$ cat src/rtl/seq_alu.sv
// Registered accumulator ALU with a start/busy/done handshake. It adds SUB, a
// shift-add multiplier and a rotate-through-carry by N to the accumulator ops.
module seq_alu #(
  parameter int WIDTH      = 16,
  parameter int INPR_WIDTH = 8,
  parameter int CNT_W      = $clog2(WIDTH + 1)
) (
  input  logic                  clk_in,
  input  logic                  reset_in,
  input  logic                  start_in,
  input  logic [3:0]            op_in,
  input  logic [WIDTH-1:0]      ac_in,
  input  logic [WIDTH-1:0]      dr_in,
  input  logic [INPR_WIDTH-1:0] inpr_in,
  input  logic                  c_in,
  output logic [WIDTH-1:0]      ac_out,
  output logic                  c_out,
  output logic                  busy_out,
  output logic                  done_out,
  output logic                  err_out
);
  // Handshake: a request is taken on any rising edge where start_in=1 and the
  // FSM is IDLE. done_out/err_out pulse for exactly one cycle per operation.
  typedef enum logic [1:0] {S_IDLE = 2'd0, S_MUL = 2'd1, S_ROT = 2'd2} state_t;

  localparam logic [3:0] OP_AND  = 4'd0;
  localparam logic [3:0] OP_ADD  = 4'd1;
  localparam logic [3:0] OP_LDDR = 4'd2;
  localparam logic [3:0] OP_INP  = 4'd3;
  localparam logic [3:0] OP_CMA  = 4'd4;
  localparam logic [3:0] OP_CIR  = 4'd5;
  localparam logic [3:0] OP_CIL  = 4'd6;
  localparam logic [3:0] OP_SUB  = 4'd7;
  localparam logic [3:0] OP_MUL  = 4'd8;
  localparam logic [3:0] OP_RORN = 4'd9;

  state_t             r_state, w_state_nxt;
  logic [2*WIDTH-1:0] r_mcand, r_prod, w_prod_add;
  logic [WIDTH-1:0]   r_mplier, r_ac, w_ac_nxt, w_alu_ac, w_inpr_ext;
  logic [WIDTH:0]     r_ring, w_ring_rot, w_add, w_sub;
  logic [CNT_W-1:0]   r_cnt, w_k;
  logic               r_c, r_busy, r_done, r_err;
  logic               w_c_nxt, w_done_nxt, w_err_nxt, w_alu_c, w_alu_err;
  logic               w_accept, w_multi, w_last;

  assign w_k        = dr_in[CNT_W-1:0];
  assign w_accept   = (r_state == S_IDLE) && start_in;
  assign w_multi    = (op_in == OP_MUL) || ((op_in == OP_RORN) && (w_k != '0));
  assign w_last     = (r_cnt == CNT_W'(1));
  assign w_prod_add = r_prod + (r_mplier[0] ? r_mcand : '0);
  assign w_ring_rot = {r_ring[0], r_ring[WIDTH:1]};
  assign w_add      = {1'b0, ac_in} + {1'b0, dr_in};
  assign w_sub      = {1'b0, ac_in} + {1'b0, ~dr_in} + (WIDTH+1)'(1);

  always_comb begin
    w_inpr_ext = '0;
    w_inpr_ext[INPR_WIDTH-1:0] = inpr_in;
  end

  // Single-cycle results, computed straight from the request inputs.
  always_comb begin
    w_alu_ac  = '0;
    w_alu_c   = 1'b0;
    w_alu_err = 1'b0;
    case (op_in)
      OP_AND:  w_alu_ac = ac_in & dr_in;
      OP_ADD:  {w_alu_c, w_alu_ac} = w_add;
      OP_LDDR: w_alu_ac = dr_in;
      OP_INP:  w_alu_ac = w_inpr_ext;
      OP_CMA:  w_alu_ac = ~ac_in;
      OP_CIR:  {w_alu_ac, w_alu_c} = {c_in, ac_in};
      OP_CIL:  {w_alu_c, w_alu_ac} = {ac_in, c_in};
      OP_SUB:  {w_alu_c, w_alu_ac} = w_sub;
      OP_MUL:  w_alu_ac = '0;
      OP_RORN: {w_alu_c, w_alu_ac} = {c_in, ac_in};
      default: w_alu_err = 1'b1;
    endcase
  end

  always_ff @(posedge clk_in or posedge reset_in) begin
    if (reset_in) r_state <= S_IDLE;
    else          r_state <= w_state_nxt;
  end

  always_comb begin
    w_state_nxt = r_state;
    case (r_state)
      S_IDLE: if (start_in && w_multi) w_state_nxt = (op_in == OP_MUL) ? S_MUL : S_ROT;
      S_MUL:  if (w_last) w_state_nxt = S_IDLE;
      S_ROT:  if (w_last) w_state_nxt = S_IDLE;
      default: w_state_nxt = S_IDLE;
    endcase
  end

  always_comb begin
    w_ac_nxt   = r_ac;
    w_c_nxt    = r_c;
    w_done_nxt = 1'b0;
    w_err_nxt  = 1'b0;
    case (r_state)
      S_IDLE: if (start_in && !w_multi) begin
        w_done_nxt = 1'b1;
        w_err_nxt  = w_alu_err;
        if (!w_alu_err) begin
          w_ac_nxt = w_alu_ac;
          w_c_nxt  = w_alu_c;
        end
      end
      S_MUL: if (w_last) begin
        w_done_nxt = 1'b1;
        w_ac_nxt   = w_prod_add[WIDTH-1:0];
        w_c_nxt    = |w_prod_add[2*WIDTH-1:WIDTH];
      end
      S_ROT: if (w_last) begin
        w_done_nxt = 1'b1;
        w_ac_nxt   = w_ring_rot[WIDTH-1:0];
        w_c_nxt    = w_ring_rot[WIDTH];
      end
      default: ;
    endcase
  end

  always_ff @(posedge clk_in or posedge reset_in) begin
    if (reset_in) begin
      r_ac   <= '0;
      r_c    <= 1'b0;
      r_busy <= 1'b0;
      r_done <= 1'b0;
      r_err  <= 1'b0;
    end else begin
      r_ac   <= w_ac_nxt;
      r_c    <= w_c_nxt;
      r_busy <= (w_state_nxt != S_IDLE);
      r_done <= w_done_nxt;
      r_err  <= w_err_nxt;
    end
  end

  // Working registers; the multiplicand is kept double-width so no product bit is lost.
  always_ff @(posedge clk_in or posedge reset_in) begin
    if (reset_in) begin
      r_mcand  <= '0;
      r_mplier <= '0;
      r_prod   <= '0;
      r_ring   <= '0;
      r_cnt    <= '0;
    end else if (w_accept) begin
      r_mcand  <= {{WIDTH{1'b0}}, ac_in};
      r_mplier <= dr_in;
      r_prod   <= '0;
      r_ring   <= {c_in, ac_in};
      r_cnt    <= (op_in == OP_MUL) ? CNT_W'(WIDTH) : w_k;
    end else if (r_state == S_MUL) begin
      r_prod   <= w_prod_add;
      r_mcand  <= r_mcand << 1;
      r_mplier <= r_mplier >> 1;
      r_cnt    <= r_cnt - CNT_W'(1);
    end else if (r_state == S_ROT) begin
      r_ring   <= w_ring_rot;
      r_cnt    <= r_cnt - CNT_W'(1);
    end
  end

  assign ac_out   = r_ac;
  assign c_out    = r_c;
  assign busy_out = r_busy;
  assign done_out = r_done;
  assign err_out  = r_err;
endmodule

$ cat config.mk
export PLATFORM = sky130hd
export DESIGN_NAME = seq_alu
export DESIGN_NICKNAME = d
export VERILOG_FILES = /design/src/rtl/seq_alu.sv
export SDC_FILE = /design/constraint.sdc
export NUM_CORES = 1
export LEC_CHECK = 0
export CORE_UTILIZATION = 55
export CTS_CLUSTER_SIZE = 14
export DETAILED_ROUTE_END_ITERATION = 8
export PLACE_DENSITY_LB_ADDON = 0.2
export SYNTH_ARGS = -nofsm -noshare
export SYNTH_HDL_FRONTEND = slang
export SYNTH_SLANG_ARGS = --single-unit
$ cat constraint.sdc
create_clock -name clk_in -period 4.6 [get_ports clk_in]
set_input_delay 1.15 -clock clk_in [delete_from_list [all_inputs] [get_ports clk_in]]
set_output_delay 1.15 -clock clk_in [all_outputs]
set_load 0.02 [all_outputs]
# Yosys cells after proc, flatten, opt, wreduce, memory -nomap -nowiden
# Cells that the tools add are included.
[word_totals]
ff_bits = 124
latch_bits = 0
ramBits = 0
rom_bits = 0
in_bits = 48
output_inout_bits = 20
wordCells = 91
memories = 0
[classes]
addsub = 5
n_mul = 0
div = 0
order_cmp = 0
n_eq_ne = 17
n_shift = 0
mux = 36
n_bitwise = 3
reduce_logical = 19
[ops]
columns = ["op", "count"]
rows = [
  ["32-bit two-way mux", 5],
  ["16-bit one-hot mux with 9 select lines", 1],
  ["16-bit two-way mux", 6],
  ["17-bit two-way mux", 3],
  ["16-bit one-hot mux with 3 select lines", 1],
  ["16-bit by 16-bit adder with 17-bit output", 2],
  ["32-bit adder", 1],
  ["16-bit NOT", 2],
  ["5-bit two-way mux", 4],
  ["17-bit by 1-bit adder with 17-bit output, second input constant", 1],
  ["16-bit AND", 1],
  ["4-bit by 3-bit equality test with 1-bit output, second input constant", 4],
  ["16-bit OR reduction", 1],
  ["10-bit OR reduction", 1],
  ["1-bit two-way mux", 9],
  ["4-bit by 2-bit equality test with 1-bit output, second input constant", 2],
  ["4-bit equality test, second input constant", 2],
  ["2-bit != test, second input constant", 4],
  ["2-bit two-way mux", 3],
  ["2-bit nonzero test", 3],
  ["3-bit nonzero test", 2],
  ["5-bit by 1-bit equality test with 1-bit output, second input constant", 1],
  ["1-bit one-hot mux with 5 select lines", 1],
  ["5-bit AND reduction", 1],
  ["16 further kinds", 19],
]

# Logic depth before layout (Yosys ltp)
# Gate-level depths: netlist of the first run.
[depth]
word_depth = 7
mapped_depth = 16
depth_no_buf = 14

# Worst setup path after synthesis of the first run
# No wires, ideal clock.
[synth_path]
kind = "input-to-reg"
start = "input port ac_in[0]"
end = "register r_ac[14], in the netlist ac_out[14]"
setup_time_ps = 136
arrival_ps = 3972
required_time_ps = 4464
slack_ps = 493
path_stages = 13
n_path_buf = 0
cell_sequence = "inv_1 -> ha_1 -> inv_1 -> fa_1 -> a21o_1 -> a21o_1 -> a2111oi_0 -> or3_1 -> nand2_1 -> o41ai_1 -> o41ai_1 -> a2111oi_0 -> nor3_1"
[synth_via]
elab_chain_len = 6
elab_cells_between_ends = 7
classes_between = "add/sub (3); mux (4)"
[synth_lines]
columns = ["element", "line_no", "rtl"]
rows = [
  ["start: declaration", "12", "input logic [WIDTH-1:0] ac_in,"],
  ["16-bit by 16-bit adder with 17-bit output", "53", "assign w_sub = {1'b0, ac_in} + {1'b0, ~dr_in} + (WIDTH+1)'(1);"],
  ["17-bit by 1-bit adder with 17-bit output", "53", ""],
  ["16-bit one-hot mux with 9 select lines *", "65", "case (op_in)"],
  ["16-bit two-way mux *", "104", "if (!w_alu_err) begin"],
  ["16-bit two-way mux *", "101", "S_IDLE: if (start_in && !w_multi) begin"],
  ["16-bit one-hot mux with 3 select lines *", "100", "case (r_state)"],
  ["end signal: assignment", "131", "r_ac <= w_ac_nxt;"],
  ["end: declaration", "39", "logic [WIDTH-1:0] r_mplier, r_ac, w_ac_nxt, w_alu_ac, w_inpr_ext;"],
]
# Mark *: on every way between the ends. The rest lies on a longest branch, timed or not. The select of a mux whose other input is x is not followed.
# A chain may end at the register's enable or synchronous reset.

# Worst setup path after layout of the first run
# Ends and elaborated chain as after synthesis.

==> run summary, run 1 <==
The flow ran to the end, but the final reports show violations. The checks that failed: design-rule violations. At the end of the flow, the number of nets in the layout was 1404. The detailed router placed 9649 vias in this run. The post-placement cell area is 10900 um^2. In this run, synthesis produced a sequential element count of 124. The worst hold path terminates at ac_out[6]. In the routed design, unresolved DRC markers number 5. Dividing the detail-routed wire length by the instance count gives 18.9 um. Setup repair after global routing left no endpoint under its margin. The run gives 60 as the maximum number of pins on one net before global-route repair. Total of max-cap violations: 0. Once detailed placement completed, the half-perimeter wirelength came to 20.6 mm. The worst-case IR drop observed on VDD is 0.322 mV. Dividing the detail-routed via count by the number of cells gives 6.34.

STA classifies the critical path startpoint as an input port. From synthesis to final layout, the design area changed by 16.3%. The tools report the final wirelength as 28.7 mm. The register-to-register setup slack is 0.44 ns, and the maximum operating frequency is 225 MHz. Final critical-path share of the clock period: 96.5%. For the combined area of all synthesized cells, the log shows 9890 um^2. Synthesis instantiated 78 different standard cells from the library. The post-CTS resize count was 0; the vertical die dimension was 136 um. On the final layout, the worst clock skew is 0.0109 ns.

The maximum net fanout on the critical path is 4, and the number of iterations in the first detailed-routing pass is 9. The worst pin sits at a relative slew slack of 37.4%. The run gives 951 as the starting DRC count in detailed routing. The clock sink count was 124; the power density of the placed cells was 488 nW/um^2. In the layout the commonest cells are 158 x sky130_fd_sc_hd__nand2_1, 124 x sky130_fd_sc_hd__dfrtp_1, 118 x sky130_fd_sc_hd__nor2_1, 97 x sky130_fd_sc_hd__a21oi_1, 88 x sky130_fd_sc_hd__o21ai_0. Clock tree synthesis inserted a total of 17 buffers. The worst hold path begins at ac_out[6]. The floorplan core area was 17400 um^2; the number of stages on the worst hold path was 2. Of all flip-flops after synthesis, the portion carrying an async set or reset was 100%.

Post-cts hold buffer count: 0. The run gives 0 as the post-CTS repair timing setup buffer count. Port buffering added 67 buffers. On the worst path, the slowest cell contributes a delay of 0.61 ns. The logs give 4.89 ns for the data required time of the worst path and 0 for the final count of negative-setup-slack endpoints. The synthesized netlist cell count was 1224; the post-layout minimum cycle time was 4.44 ns.

TritonCTS built the clock tree. The count of nets left with antenna violations once routing finished came out at 0. The signal on the critical path passes through clkdlybuf4s50_1, inv_1, ha_1, inv_1, fa_1, a21o_1, a21o_1, a2111oi_0, buf_4, or3_1, nand2_1, o41ai_1, buf_4, o41ai_1, a2111oi_0, nor3_1. On the critical path, the stage with the largest delay is an instance of sky130_fd_sc_hd__a2111oi_0. The initial antenna violation count is 0, and the average cell area after synthesis is 8.08 um^2. The number of warnings reported in the yosys synthesis log was 0; the leakage component of the power was 0.00512 uW. The worst setup path is captured at a flop. The run gives 0 as the global-route congestion overflow total. The later pin in the worst-skew pair is clocked with a latency of 0.43 ns. The number of endpoints with negative hold slack in the final report was 0. The finished cells cover 11500 um^2.

In this run the core area contains 48 standard-cell rows. The first global-routing pass estimated 46.4 mm of wire. Cells with a size suffix above 1 make up 7.94% of the layout. The library cell used most frequently in the layout, excluding fill and tap cells, is sky130_fd_sc_hd__nand2_1. The repair_antennas step left the layout with diodes totalling 0.

The critical path in this run is classified as input port to flop. In this run the clock root is driven by a sky130_fd_sc_hd__clkbuf_16. The tools report the initial core utilization as 56.8%. For the placer's final routability congestion estimate, the log shows 1.02. The sequential cell area fraction in the yosys report is 31.4%, and the arrival time of data at the critical path endpoint is 4.73 ns. The worst hold path belongs to the class flop to flop. The die is 136 um wide.

The die covers 18500 um^2. The worst register-to-register path has a depth of 14. The logs give 9104 for the number of global-route vias before repair and 66.0% for the end-of-flow core utilization. For this run, the leading register cell type out of synthesis is sky130_fd_sc_hd__dfrtp_1. In this run the critical register-to-register path is captured at c_out. In the global route stage, overall resource usage came out at 32.0%. In this run the critical register-to-register path is launched from r_mplier[0]. At the pin with the least slew margin, the transition time is 0.937 ns. The run gives 1344 as the number of nets produced by synthesis.

The clock transition at the registers of the reported paths came out at 0.06 ns. Yosys mapped a number of flops with a built-in enable equal to 0. For the count of pins on the block boundary, the log shows 68.

No sink is reached through more buffers than the 2 on the longest clock path. The max-slew violation count came out at 0. The run gives 4 as the H-tree depth.
## stage by stage
step	TNS, ns	cells	hold slack, ns	power [uW]	worst slack (ns)
5_1_grt	0	1522	0.511	5950	0.149
3_3_place_gp	-0.0253	1490	0.468	4190	-0.0253
6_report	0	1522	0.485	5610	0.159
3_5_place_dp	-0.0524	1490	0.472	4250	-0.0524
2_1_floorplan	0	1224	0.469	3450	0.151
4_1_cts	0	1522	0.486	5590	0.325
## logic make-up (layout without fill, tap and decap cells)
family | Yosys count | after routing | synth area share [%]
AO/OA/AOI/OAI | 390 | 390 | 26.1
XOR/XNOR | 26 | 26 | 2.30
adder cells (fa/ha/maj) | 72 | 72 | 9.34
buffers and inverters | 117 | 190 | 4.54
flip-flops | 124 | 124 | 31.4
multiplexers | 60 | 60 | 6.07
AND/OR/NAND/NOR | 435 | 435 | 20.2
## worst max-delay path, delay by kind of cell
family                   cells  cell delay, ns
buffers and inverters        5            0.98
AND/OR/NAND/NOR              3            0.29
adder cells (fa/ha/maj)      2            0.57
AO/OA/AOI/OAI                6            1.75
## cell type report
cell class	instances	area [um^2]
Clock buffer	18	429
Tap cell	225	282
Fill cell	1480	5920
Inverter	49	186
Sequential cell	124	3100
Clock inverter	14	135
Multi-Input combinational cell	983	6360
Timing Repair Buffer	109	998
## power breakdown
group / internal, uW / switching (uW) / total [uW]
Combinational: 984 / 1580 / 2570
Sequential: 1450 / 265 / 1710
Clock: 755 / 571 / 1330
## registers in the layout, summed over array words and instances (netlist names)
name / count
r_mcand: 32
err_out: 1
c_out: 1
r_state: 2
ac_out: 16
busy_out: 1
done_out: 1
r_ring: 17
r_mplier: 16
r_cnt: 5
r_prod: 32
## metal layers
metal	vias up	share of wire (%)	global-route usage [%]
met5	-	0	0
met4	0	2.2	10.3
met3	73	8.3	5.67
met2	437	46	50.8
met1	4579	43	44.1
li1	4560	-	-
## how the worst max path moves through the flow
stage	start	to	slack, ns	cells after the start
floorplan	reset_in	ac_out[0]	0.15	1
global placement	ac_in[0]	ac_out[14]	-0.03	16
detailed placement	ac_in[0]	ac_out[14]	-0.05	16
CTS	ac_in[0]	ac_out[14]	0.32	16
global route	ac_in[0]	ac_out[14]	0.15	16
finish	ac_in[0]	ac_out[14]	0.16	16
## synth_stat cells, types with 9 or more instances
master / count / share of area [%]
sky130_fd_sc_hd__nor2b_1: 12 / 0.76
sky130_fd_sc_hd__o21bai_1: 9 / 0.68
sky130_fd_sc_hd__nand2_1: 158 / 6.0
sky130_fd_sc_hd__buf_1: 10 / 0.38
sky130_fd_sc_hd__inv_1: 48 / 1.8
sky130_fd_sc_hd__xnor2_1: 16 / 1.4
sky130_fd_sc_hd__a21oi_1: 97 / 4.9
sky130_fd_sc_hd__o21ai_0: 88 / 4.5
sky130_fd_sc_hd__a221o_1: 10 / 1.0
sky130_fd_sc_hd__nand2b_1: 11 / 0.70
sky130_fd_sc_hd__xor2_1: 10 / 0.89
sky130_fd_sc_hd__dfrtp_1: 124 / 31
sky130_fd_sc_hd__nor2_1: 119 / 4.5
sky130_fd_sc_hd__o21a_1: 9 / 0.68
sky130_fd_sc_hd__nand3_1: 20 / 1.0
sky130_fd_sc_hd__ha_1: 69 / 8.7
sky130_fd_sc_hd__mux2i_1: 60 / 6.1
sky130_fd_sc_hd__a22oi_1: 16 / 1.2
sky130_fd_sc_hd__and2_1: 33 / 2.1
sky130_fd_sc_hd__clkbuf_1: 55 / 2.1
sky130_fd_sc_hd__a21o_1: 19 / 1.4
sky130_fd_sc_hd__a31oi_1: 28 / 1.8
sky130_fd_sc_hd__a221oi_1: 13 / 1.2
sky130_fd_sc_hd__nor3_1: 30 / 1.5
sky130_fd_sc_hd__a211oi_1: 10 / 0.76
Power figures use the tool's default switching activity.
==> run 2, diff against run 1 <==
- CORE_UTILIZATION: 55 -> 45
==> run summary, run 2 (synthesized netlist as in run 1, its figures left out) <==
The post-CTS repair timing setup buffer count was 0 (unchanged); the combinational share of power was 44.1% (was 45.8%). Slowest cell on the critical path: sky130_fd_sc_hd__clkdlybuf4s50_1 (was sky130_fd_sc_hd__a2111oi_0). The maximum net fanout on the critical path works out to 4 (unchanged). The run finished with clean final reports.

The final net count was 1405 (was 1404). For the number of global-route vias before repair, the log shows 9106 (was 9104). The vertical die dimension came out at 150 um (was 136 um). The initial core utilization was 46.5% (was 56.8%). The kind of end point of the critical path is a flop (unchanged).

For the clock latency of the later-clocked register in the worst-skew pair, the log shows 0.42 ns (was 0.43 ns). The most frequent standard cell in the layout excluding fill and tap cells was sky130_fd_sc_hd__nand2_1 (unchanged). The run gives 4.89 ns (about the same) as the data required time of the worst path. The tools report the share of total power in sequential cells as 29.5% (was 30.6%). The clock share of power came out at 26.4% (was 23.6%).

Number of stages on the worst hold path: 2 (unchanged). The via count of the routed design came out at 9564 (was 9649). Worst slew margin relative to its limit: 31.3% (was 37.4%). Maximum operating frequency: 238 MHz (was 225 MHz). Placer's final routability congestion estimate: 0.969 (was 1.02).

The residual antenna-violating net count after detailed routing was 0 (unchanged); the area overhead of the layout relative to synthesis was 18.0% (was 16.3%). The number of buffer and inverter stages on the critical path is 2 (was 5), and the ratio of routed vias to standard cells is 6.08 (was 6.34). The tools report the register-to-register setup slack as 0.46 ns (was 0.44 ns). The terminus of the critical flop-to-flop path was c_out (unchanged). The clock skew was 0.0112 ns (was 0.0109 ns). The run gives 29.4 mm (was 28.7 mm) as the final wirelength. The post-cts hold buffer count is 0 (unchanged), and the count of input and output buffers is 67 (unchanged). The total of max-cap violations is 0 (unchanged). Setup repair after global routing left no endpoint under its margin.

The run gives 0 (unchanged) as the final antenna diode count. The biggest cell delay along the critical path works out to 0.43 ns (was 0.61 ns). For the maximum buffer depth of the clock tree, the log shows 2 (unchanged). The sort of element at the start of the critical path is an input port (unchanged). The critical path launch point is ac_in[0] (unchanged). The tools report the maximum number of pins on one net before global-route repair as 63 (was 60). The clock transition at the registers of the reported paths was 0.06 ns (about the same). The family with the most delay on the worst path is compound AO/OA/AOI/OAI gates (unchanged). The logs give 0 (unchanged) for the number of endpoints with negative hold slack in the final report and 0 (unchanged) for the max-slew violation count.

The worst reg-to-reg path cell count is 14 (unchanged), and the final count of negative-setup-slack endpoints is 0 (unchanged). The worst hold-check path type was flop to flop (unchanged). The tools report the capture endpoint of the worst hold path as ac_out[7] (was ac_out[6]). The number of design rule violations left after detail routing came out at 0 (was 5).

Worst-path cell chain: clkdlybuf4s50_1, buf_4, ha_1, fa_1, a21oi_1, o2111a_1, o221ai_1, a31oi_1, o21ai_0, or3_1, a2111oi_1, nor3_1 (was clkdlybuf4s50_1, inv_1, ha_1, inv_1, fa_1, a21o_1, a21o_1, a2111oi_0, buf_4, or3_1, nand2_1, o41ai_1, buf_4, o41ai_1, a2111oi_0, nor3_1). TritonCTS built the clock tree. Share of cells above drive strength 1: 7.94% (about the same). The arrival time of data at the critical path endpoint is 4.49 ns (was 4.73 ns), and the horizontal die dimension is 150 um (was 136 um).

The post-layout instance area was 11700 um^2 (was 11500 um^2); the routed length per instance was 18.7 um (was 18.9 um). The tools report the reg-to-reg critical path startpoint as r_mplier[0] (unchanged). The tools report the half-perimeter wire length after detailed placement as 21.4 mm (was 20.6 mm). The post-placement worst setup slack is -0.0180 ns (was -0.0524 ns), and the total routing resource utilization after global routing is 26.9% (was 32.0%). The end-of-flow core utilization was 54.8% (was 66.0%); the number of iterations in the first detailed-routing pass was 5 (was 9).

The run gives 0.334 mV (was 0.322 mV) as the worst vdd rail ir drop. The worst setup margin was 0.402 ns (was 0.159 ns); the H-tree depth was 4 (unchanged). The tools report the first-pass GRT wire length as 47.5 mm (was 46.4 mm). The startpoint of the most critical hold path was ac_out[7] (was ac_out[6]). The leakage component of the power is 0.00517 uW (was 0.00512 uW), and the count of standard-cell rows is 53 (was 48). The tools report the floorplan core area as 21300 um^2 (was 17400 um^2). For the number of buffers created by CTS, the log shows 17 (unchanged). The initial antenna violation count was 0 (unchanged); the final critical-path share of the clock period was 91.3% (was 96.5%). The switching power share of the total is 40.5% (was 43.2%).

Commonest cells after routing, fill and taps aside: 158 x sky130_fd_sc_hd__nand2_1, 124 x sky130_fd_sc_hd__dfrtp_1, 118 x sky130_fd_sc_hd__nor2_1, 97 x sky130_fd_sc_hd__a21oi_1, 88 x sky130_fd_sc_hd__o21ai_0 (unchanged). The area enclosed by the die boundary is 22600 um^2 (was 18500 um^2), and the post-layout minimum cycle time is 4.20 ns (was 4.44 ns). The aggregate negative setup slack is 0 ns (unchanged), and the post-CTS resize count is 0 (unchanged). Largest registers: r_mcand: 32 flops, r_prod: 32 flops, r_ring: 17 flops (unchanged). The clock sink count came out at 124 (unchanged).

Category of the critical setup timing path: input port to flop (unchanged). For the count of pins on the block boundary, the log shows 68 (unchanged). The power spent charging and discharging nets is 2360 uW (was 2420 uW), and the power density of the placed cells is 498 nW/um^2 (was 488 nW/um^2). The run gives 0 (unchanged) as the global-route congestion overflow total.

The starting DRC count in detailed routing is 779 (was 951). The clock root buffer master was sky130_fd_sc_hd__clkbuf_16 (unchanged). The cell-internal power was 3460 uW (was 3190 uW); the post-placement cell area was 11000 um^2 (was 10900 um^2). The slew of the pin with the lowest slew margin works out to 1.03 ns (was 0.937 ns).
==> run 2: cell types whose count changed in the layout (fill, tap and decap cells not counted) <==
| cell | before | now |
|---|---|---|
| sky130_fd_sc_hd__bufinv_16 | 1 | 6 |
| sky130_fd_sc_hd__inv_6 | 5 | 0 |
| sky130_fd_sc_hd__clkinv_4 | 4 | 2 |
| sky130_fd_sc_hd__a2111oi_0 | 4 | 3 |
| sky130_fd_sc_hd__a2111oi_1 | 1 | 2 |
| sky130_fd_sc_hd__buf_4 | 41 | 42 |
| sky130_fd_sc_hd__clkbuf_1 | 1 | 2 |
| sky130_fd_sc_hd__clkbuf_8 | 0 | 1 |
| sky130_fd_sc_hd__clkinv_2 | 3 | 4 |
| sky130_fd_sc_hd__inv_8 | 1 | 0 |
==> run 2: power by group through the flow <==
stage               clock network [uW]  registers [uW]  logic, uW
CTS                               1560            1710       2560
global route                      1600            1750       2850
floorplan                            0            1710       1740
finish                            1540            1720       2560
global placement                     0            1720       2510
detailed placement                   0            1730       2550
==> run 2: routing by layer <==
| metal | vias up | global-route usage (%) | routed length [um] |
|---|---|---|---|
| li1 | 4580 | - | - |
| met1 | 4582 | 37.5 | 13600 |
| met2 | 346 | 42.8 | 13300 |
| met3 | 56 | 3.15 | 1810 |
| met4 | 0 | 9.55 | 682 |
| met5 | - | 0 | 0 |
==> run 2: tightest hold or removal path, cell delays in order (launching register included) <==
cell and delay, ns:
sky130_fd_sc_hd__dfrtp_1 0.34, sky130_fd_sc_hd__nand2_1 0.04, sky130_fd_sc_hd__o21ai_0 0.06
==> run 2: worst max path at each step <==
stage	endpoint	depth (start not counted)
floorplan	ac_out[0]	1
global route	ac_out[14]	16
finish	ac_out[14]	12
global placement	ac_out[14]	17
CTS	ac_out[14]	17
detailed placement	ac_out[14]	17
==> run 2: layout make-up <==
cell class	count	area [um^2]
clock buffer	20	447
clock inverter	12	218
fill	1995	9620
inverter	49	186
multi-input combinational	983	6370
sequential	124	3100
tap	275	344
timing repair buffer	110	1010
==> run 2: metrics by stage <==
stage	power [uW]	hold WS [ns]	std cells
after floorplan	3450	0.469	1224
final	5820	0.485	1573
after detailed placement	4270	0.476	1541
after global routing	6200	0.516	1573
after CTS	5830	0.489	1573
after global placement	4230	0.469	1541
